$ cat src/rtl/hinp_cfg_serial_rx.sv
// hinp_cfg_serial_rx: HINP serial config receiver, assembles ID/addr/data frames into register write strobes
module hinp_cfg_serial_rx #(
    parameter int ID_W    = 8,
    parameter int ADDR_W  = 4,
    parameter int DATA_W  = 16,
    parameter int TIMEOUT = 64
) (
    input  logic              clk,
    input  logic              rst_n,
    input  logic              sclk,
    input  logic              sinp,
    input  logic [ID_W-1:0]   chip_id,
    output logic              reg_wr,
    output logic [ADDR_W-1:0] reg_addr,
    output logic [DATA_W-1:0] reg_data,
    output logic              frame_err,
    output logic              busy,
    output logic [7:0]        frame_cnt
);
    localparam int N  = ID_W + ADDR_W + DATA_W;
    localparam int CW = $clog2(N + 1);
    localparam int TW = $clog2(TIMEOUT + 1);

    typedef enum logic [1:0] {IDLE, SHIFT, DONE} state_t;

    state_t            state;
    logic [2:0]        sclk_sync;
    logic [1:0]        sinp_sync;
    logic [N-1:0]      shreg;
    logic [CW-1:0]     bit_cnt;
    logic [TW-1:0]     to_cnt;
    logic              sclk_rise;
    logic              sbit;
    logic [ID_W-1:0]   id_f;
    logic              hit;

    assign sclk_rise = sclk_sync[1] & ~sclk_sync[2];
    assign sbit      = sinp_sync[1];
    assign id_f      = shreg[N-1 -: ID_W];
    assign hit       = (id_f == chip_id) || (&id_f);

    // two-flop synchronizers; third sclk stage is the edge-detect history
    always_ff @(posedge clk or negedge rst_n) begin
        if (!rst_n) begin
            sclk_sync <= '0;
            sinp_sync <= '0;
        end else begin
            sclk_sync <= {sclk_sync[1:0], sclk};
            sinp_sync <= {sinp_sync[0], sinp};
        end
    end

    // frame FSM: shift bits, time out stalled frames, decode and strobe on completion
    always_ff @(posedge clk or negedge rst_n) begin
        if (!rst_n) begin
            state     <= IDLE;
            shreg     <= '0;
            bit_cnt   <= '0;
            to_cnt    <= '0;
            reg_wr    <= 1'b0;
            reg_addr  <= '0;
            reg_data  <= '0;
            frame_err <= 1'b0;
            busy      <= 1'b0;
            frame_cnt <= '0;
        end else begin
            reg_wr    <= 1'b0;
            frame_err <= 1'b0;
            case (state)
                IDLE: begin
                    if (sclk_rise) begin
                        shreg   <= {shreg[N-2:0], sbit};
                        bit_cnt <= CW'(1);
                        to_cnt  <= '0;
                        busy    <= 1'b1;
                        state   <= SHIFT;
                    end
                end
                SHIFT: begin
                    if (sclk_rise) begin
                        shreg   <= {shreg[N-2:0], sbit};
                        bit_cnt <= bit_cnt + CW'(1);
                        to_cnt  <= '0;
                        if (bit_cnt == CW'(N - 1))
                            state <= DONE;
                    end else if (to_cnt == TW'(TIMEOUT - 1)) begin
                        frame_err <= 1'b1;
                        bit_cnt   <= '0;
                        to_cnt    <= '0;
                        busy      <= 1'b0;
                        state     <= IDLE;
                    end else begin
                        to_cnt <= to_cnt + TW'(1);
                    end
                end
                DONE: begin
                    bit_cnt <= '0;
                    busy    <= 1'b0;
                    state   <= IDLE;
                    if (hit) begin
                        reg_wr    <= 1'b1;
                        reg_addr  <= shreg[DATA_W +: ADDR_W];
                        reg_data  <= shreg[DATA_W-1:0];
                        frame_cnt <= frame_cnt + 8'd1;
                    end
                end
                default: state <= IDLE;
            endcase
        end
    end
endmodule

$ cat config.mk
export PLATFORM = sky130hd
export DESIGN_NAME = hinp_cfg_serial_rx
export DESIGN_NICKNAME = d
export VERILOG_FILES = /design/src/rtl/hinp_cfg_serial_rx.sv
export SDC_FILE = /design/constraint.sdc
export NUM_CORES = 1
export LEC_CHECK = 0
export BUFFER_PORTS_ARGS = -buffer_cell sky130_fd_sc_hd__buf_2
export CAP_MARGIN = 15
export CORE_ASPECT_RATIO = 0.5
export CORE_MARGIN = 1.5
export CORE_UTILIZATION = 55
export CTS_CLUSTER_DIAMETER = 50
export CTS_CLUSTER_SIZE = 20
export DETAILED_ROUTE_END_ITERATION = 10
export PLACE_DENSITY = 0.87
export REMOVE_ABC_BUFFERS = 1
export SLEW_MARGIN = 10
export SYNTH_ARGS = -nofsm -noshare
export SYNTH_HDL_FRONTEND = slang
export SYNTH_SLANG_ARGS = --single-unit
$ cat constraint.sdc
create_clock -name clk -period 2.5 [get_ports clk]
set_input_delay 0.375 -clock clk [delete_from_list [all_inputs] [get_ports clk]]
set_output_delay 0.375 -clock clk [all_outputs]
set_load 0.03 [all_outputs]
==> results of run 1 <==
## Yosys cell counts (2+ instances only)
library cell	instances
o22ai_1	5
o41ai_1	3
ha_1	7
a211oi_1	3
dfrtp_1	78
nor4_2	2
a31oi_1	2
nand3_1	6
nand4b_1	2
or2_2	3
nor2b_1	2
mux2_2	31
clkbuf_1	4
o21a_1	2
inv_1	11
nor2_1	10
a2111oi_1	2
buf_2	3
nor3_1	4
nand4_1	3
a21oi_1	8
o21ai_0	3
xor2_1	12
buf_12	2
nand2_1	12
xnor2_1	4
mux2_4	18
## state kept, by name (all words and copies together), names as in the netlist, 2 cells and up
name,flops
bit_cnt,5
frame_cnt,8
reg_addr,4
reg_data,16
sclk_sync,3
shreg,28
sinp_sync,2
state,2
to_cnt,7
## report_power, final
part           leakage (nW)  internal [mW]  switching (mW)
clock network         0.152          0.872           0.500
registers              1.02           1.43           0.138
logic                 0.799          0.233           0.294
## metal layers
layer / part of all wire / up-vias
met5: 0 / -
met4: 0.028 / 0
met3: 0.041 / 20
met2: 0.51 / 70
met1: 0.42 / 1140
li1: - / 1015
## final cells by class
class,instances,area (um^2)
fillers,409,2010
multi-input cells,160,1390
well taps,88,110
clock buffers,10,229
clock inverters,6,86.3
inverters,11,41.3
repair buffers,44,238
flip-flops and latches,78,1950
## logic make-up (layout without fill, tap and decap cells)
| group | count (synthesis) | count (layout) |
|---|---|---|
| AND/OR/NAND/NOR | 51 | 51 |
| XOR/XNOR | 16 | 16 |
| AO/OA/AOI/OAI | 36 | 36 |
| adder cells (fa/ha/maj) | 7 | 7 |
| flip-flops | 78 | 78 |
| multiplexers | 50 | 50 |
| buffers and inverters | 20 | 71 |
## final timing paths
| check | end | slack [ps] | cells after the start |
|---|---|---|---|
| min reg2reg | sinp_sync[1]$_DFF_PN0_ | 350 | 0 |
| max reg2reg | shreg[20]$_DFFE_PN0P_ | 350 | 6 |
| min in group clk | sinp_sync[0]$_DFF_PN0_ | 150 | 1 |
| min | frame_cnt[6]$_DFFE_PN0P_ | 80 | 1 |
| max in group asynchronous | shreg[25]$_DFFE_PN0P_ | 1720 | 2 |
| max | shreg[20]$_DFFE_PN0P_ | 350 | 6 |
## stage by stage
stage / setup WS [ps] / hold WS (ps)
after floorplan: 246 / 79.4
after global placement: 531 / 333
after detailed placement: 384 / 336
after CTS: 353 / 101
after global routing: 269 / 119
final: 346 / 80.6
==> qor.txt, run 1 <==
Top-area cell type share of the netlist area - 0.565
Fin util - 0.668
Tightest Hold Check Type - in2async
CP Max Fanout - 28
Crit path arrival time - 2360 ps
Count of cell types in the netlist - 43
CTS Buf Count - 9
Simple-Gate Fraction of Synth Area - 0.0786
Mean Syn Cell Area - 13.4 um^2
Global Route Usage Sum - 0.225
Most area-hungry cell type in the Yosys netlist - dfrtp_1
Final min period - 2150 ps
Die H - 59.0 um
Design Power - 3.46 mW
Register bit total from synthesis - 78
Max clock buf depth - 2
PwrDens - 855 nW/um^2
# Max-Cap Violations - 0
Compound-Gate Fraction of Synth Area - 0.0761
Initial antenna violation count - 0
Post-CTS resize count - 0
Critical setup path kind - reg2reg
Die width - 115 um
Critical Path Source Type - register
Post-Layout Cell Count - 397
Met3 Resource Use GR - 0.0767
Root Buffer - clkbuf_16
Clock Skew - 8.65 ps
Via/cell ratio - 5.65
Final Max Tran Viols - 0
Commonest non-fill, non-tap cell in the layout - dfrtp_1
Fin area - 4050 um^2
Final #Nets - 323
Main combinational cell family by area after synthesis - multiplexers
Unrepaired setup endpoints after global routing - false
DP Area - 3730 um^2
Largest net degree at the start of global routing - 50
Input/output buffers - 42
Worst-margin pin slew - 686 ps
Area Overhead vs Synth - 17.2%
First-pass GRT wire length - 11.3 mm
DRT Pass-1 Iters - 4
Most Used Layer, Global Route - met2
Clock sink total - 78
Max stage delay on crit path - 490 ps
Most frequent cells in the layout - dfrtp_1, buf_2, mux2_2
Cts hold-fix bufs - 0
Final Cycle Share - 0.861
TNS Setup - 0 ps
Sequential area share after synthesis - 0.565
ANT nets after route - 0
Vias in the first global route - 2,299
Worst VDD drop - 0.476 mV
Worst-skew pair later-pin latency - 330 ps
DRC viols - 0
Placed Cells - 381
Initial detailed-routing violation count - 128
Layout cell share with drive strength beyond 1 - 0.379
Total number of yosys warnings - 0
CP delay by family, top - adder cells
FP Rows - 20
Antenna fix cells - 0
Buf/Inv on CP - 2
CTS H-tree depth - 3
Fmax - 0.464 GHz
CTS tree - yes
Endpoints failing hold - 0
Crit path launch - state[1]$_DFFE_PN0P_
Final Wtd Congestion - 0.823
Top cells by area, synth - dfrtp_1, mux2_2, mux2_4
Status - complete, no violations
I/O pin total - 43
Starting density of the core - 0.570
Post-DP HPWL - 4.30 mm
DR WL/cell - 17.3 um
Max-slew headroom - 0.543
Synthesized cell area - 3450 um^2
Gr ovfl total - 0
Via count - 2,245
CORE AREA - 6060 um^2
CP Cell Sequence - inv_1 -> ha_1 -> nor2_1 -> nor2_2 -> buf_4 -> mux2_2
CP max stage cell - ha_1
Top_reg_cell synth - dfrtp_1
Met2 usage - 0.385
Fraction of registers with async set/reset - 1.00
Post-synth EDFFs - 0
R2r startpoint - state[1]$_DFFE_PN0P_
GR Layer Usage met1 - 0.265
Post CTS Setup Buffer Count - 0
Post-Synth XOR/XNOR Area - 0.0406
Post-synthesis adder-cell area fraction - 0.0254
Reg clk slew, reported paths - 60 ps
Critical Path RT - 2710 ps
Mux contribution to synthesized area - 0.182
Syn Inst Count - 258
Setup violations, final - 0
Static Leakage - 1.98 nW
Die area - 6790 um^2
Crit path capture type - register
DRT Wirelength - 6.85 mm
(Power assumes the default switching activity.)
==> inputs of run 2 (changes only) <==
--- a/config.mk
+++ b/config.mk
@@ -9,12 +9,11 @@
 export CAP_MARGIN = 15
 export CORE_ASPECT_RATIO = 0.5
 export CORE_MARGIN = 1.5
-export CORE_UTILIZATION = 55
+export CORE_UTILIZATION = 50
 export CTS_CLUSTER_DIAMETER = 50
 export CTS_CLUSTER_SIZE = 20
 export DETAILED_ROUTE_END_ITERATION = 10
-export PLACE_DENSITY = 0.87
-export REMOVE_ABC_BUFFERS = 1
+export PLACE_DENSITY = 0.81
 export SLEW_MARGIN = 10
 export SYNTH_ARGS = -nofsm -noshare
 export SYNTH_HDL_FRONTEND = slang
==> run 2 against run 1 <==
Effect of this change: first-iteration DRC count shrank 7.8%; combinational power shrank 3.8%; via count fell by 3.4%; core utilization shrank 6.6 points; final cell count rose by 0.76%; clock-buffer cell count is 2 higher; cell area fell by 0.65%.
==> qor.txt, run 2 (synthesis gave the netlist of run 1 again) <==
Clk pwr share - 0.384 (-0.012)
GR Layer Usage met1 - 0.229 (-0.0367)
Max-slew headroom - 0.370 (-0.172)
Input/output buffers - 42 (unchanged)
Endpoints failing hold - 0 (unchanged)
Final #Nets - 322 (-0.31%)
DRC viols - 0 (unchanged)
Fmax - 0.476 GHz (+2.4%)
Final min period - 2100 ps (-51.2 ps)
Flop pwr share - 0.465 (+0.013)
Biggest regs - shreg: 28 flops, reg_data: 16 flops, frame_cnt: 8 flops
Hold Startpoint - sinp
Post-DP HPWL - 4.29 mm (-0.23%)
Antenna fix cells - 0 (unchanged)
R2r startpoint - state[1]$_DFFE_PN0P_
Area Overhead vs Synth - 16.4%
CTS Buf Count - 9 (unchanged)
Max clock buf depth - 2 (unchanged)
Final Wtd Congestion - 0.836 (+1.6%)
Initial detailed-routing violation count - 118 (-7.8%)
Largest net degree at the start of global routing - 79 (+58%)
TNS Setup - 0 ps (unchanged)
Most frequent cells in the layout - dfrtp_1, buf_2, mux2_2
DR WL/cell - 16.4 um (-4.9%)
Reg clk slew, reported paths - 60 ps (about the same)
Logic pwr share - 0.151 (about the same)
Static Leakage - 1.97 nW (-0.44%)
Final Max Tran Viols - 0 (unchanged)
Worst VDD drop - 0.399 mV (-16%)
CP Max Fanout - 28 (unchanged)
Die width - 121 um (+4.8%)
DP Area - 3720 um^2 (-0.34%)
Critical setup path kind - reg2reg
Crit path capture type - register
Status - complete, no violations
Post-CTS resize count - 0 (unchanged)
Root Buffer - clkbuf_16
Net Sw Power - 886 uW (-4.9%)
CTS tree - yes
Met2 usage - 0.334 (-0.0516)
Cts hold-fix bufs - 0 (unchanged)
Tightest Hold Check Type - in2reg
Fillers - 508 (+24%)
Net Count, Synth - 277
Max FFs per register - 28 (unchanged)
Fin area - 4020 um^2 (-0.65%)
# Max-Cap Violations - 0 (unchanged)
FP Rows - 21 (+5.0%)
Worst-margin pin slew - 944 ps (+258 ps)
Pint - 2.48 mW (-2.1%)
Switch share - 0.264 (-0.00563)
Final Cycle Share - 0.841 (-0.0205)
Unrepaired setup endpoints after global routing - false
Commonest non-fill, non-tap cell in the layout - dfrtp_1
ANT nets after route - 0 (unchanged)
Die area - 7450 um^2 (+9.6%)
Worst-skew pair later-pin latency - 330 ps (about the same)
Post CTS Setup Buffer Count - 0 (unchanged)
Crit path launch - state[1]$_DFFE_PN0P_
Layout cell share with drive strength beyond 1 - 0.377 (-0.00202)
Clock sink total - 78 (unchanged)
CORE AREA - 6670 um^2 (+10%)
Clock Skew - 5.05 ps (-3.60 ps)
Via/cell ratio - 5.42 (-4.1%)
CTS H-tree depth - 3 (unchanged)
Crit path arrival time - 2310 ps (-50 ps)
Gr ovfl total - 0 (unchanged)
Met3 Resource Use GR - 0.0611 (-0.0156)
I/O pin total - 43 (unchanged)
Starting density of the core - 0.518 (-0.0528)
DRT Wirelength - 6.56 mm (-4.2%)
First-pass GRT wire length - 10.5 mm (-6.9%)
Setup violations, final - 0 (unchanged)
Die H - 61.8 um (+4.6%)
Critical Path RT - 2710 ps (about the same)
DRT Pass-1 Iters - 4 (unchanged)
Most Used Layer, Global Route - met2
Initial antenna violation count - 0 (unchanged)
Largest register by flop count - shreg
Global Route Usage Sum - 0.189 (-0.0356)
Vias in the first global route - 2,133 (-7.2%)
Critical Path Source Type - register
PwrDens - 836 nW/um^2 (-2.2%)
Via count - 2,169 (-3.4%)
## run 2: worst max-delay path, cell delays in order (launching register included)
cell and delay (ps):
dfrtp_1 420, inv_1 120, ha_1 480, nor2_1 130
nor2_2 100, buf_4 340, mux2_2 390
## run 2: cell type report
class,count,area [um^2],share of cell area
Sequential cell,78,1950,0.485
Multi-Input combinational cell,160,1390,0.346
Clock buffer,12,256,0.0638
Timing Repair Buffer,43,220,0.0548
Tap cell,92,115,0.0286
Clock inverter,4,45.0,0.0112
Inverter,11,41.3,0.0103
## run 2: stage by stage
step           hold WS, ps  setup slack, ps  power (mW)  instances  utilization
2_1_floorplan         79.4              644        1.93        258            -
3_3_place_gp           333              512        2.04        384        0.557
3_5_place_dp           339              410        2.08        384        0.557
4_1_cts                152              393        3.38        400        0.603
5_1_grt                145              238        3.51        400        0.603
6_report               158              398        3.36        400        0.603
## run 2: worst paths after layout
path	endpoint	slack, ps	depth (start not counted)
worst max-delay path	shreg[15]$_DFFE_PN0P_	400	6
worst min-delay path	sinp_sync[0]$_DFF_PN0_	160	1
worst max register to register	shreg[15]$_DFFE_PN0P_	400	6
worst min register to register	sclk_sync[1]$_DFF_PN0_	350	0
max in group asynchronous	bit_cnt[2]$_DFFE_PN0P_	1690	1
min in group asynchronous	reg_data[11]$_DFFE_PN0P_	190	1
## run 2: layer usage
layer	up-vias	routed length [um]
met5	-	0
met4	0	87
met3	11	203
met2	36	3410
met1	1109	2860
li1	1013	-
## run 2: power by group through the flow
stage / sequential (mW) / clock (mW) / combinational (mW)
3_5_place_dp: 1.58 / 0 / 0.504
2_1_floorplan: 1.55 / 0 / 0.377
5_1_grt: 1.59 / 1.36 / 0.561
3_3_place_gp: 1.57 / 0 / 0.474
4_1_cts: 1.56 / 1.31 / 0.509
6_report: 1.56 / 1.29 / 0.507
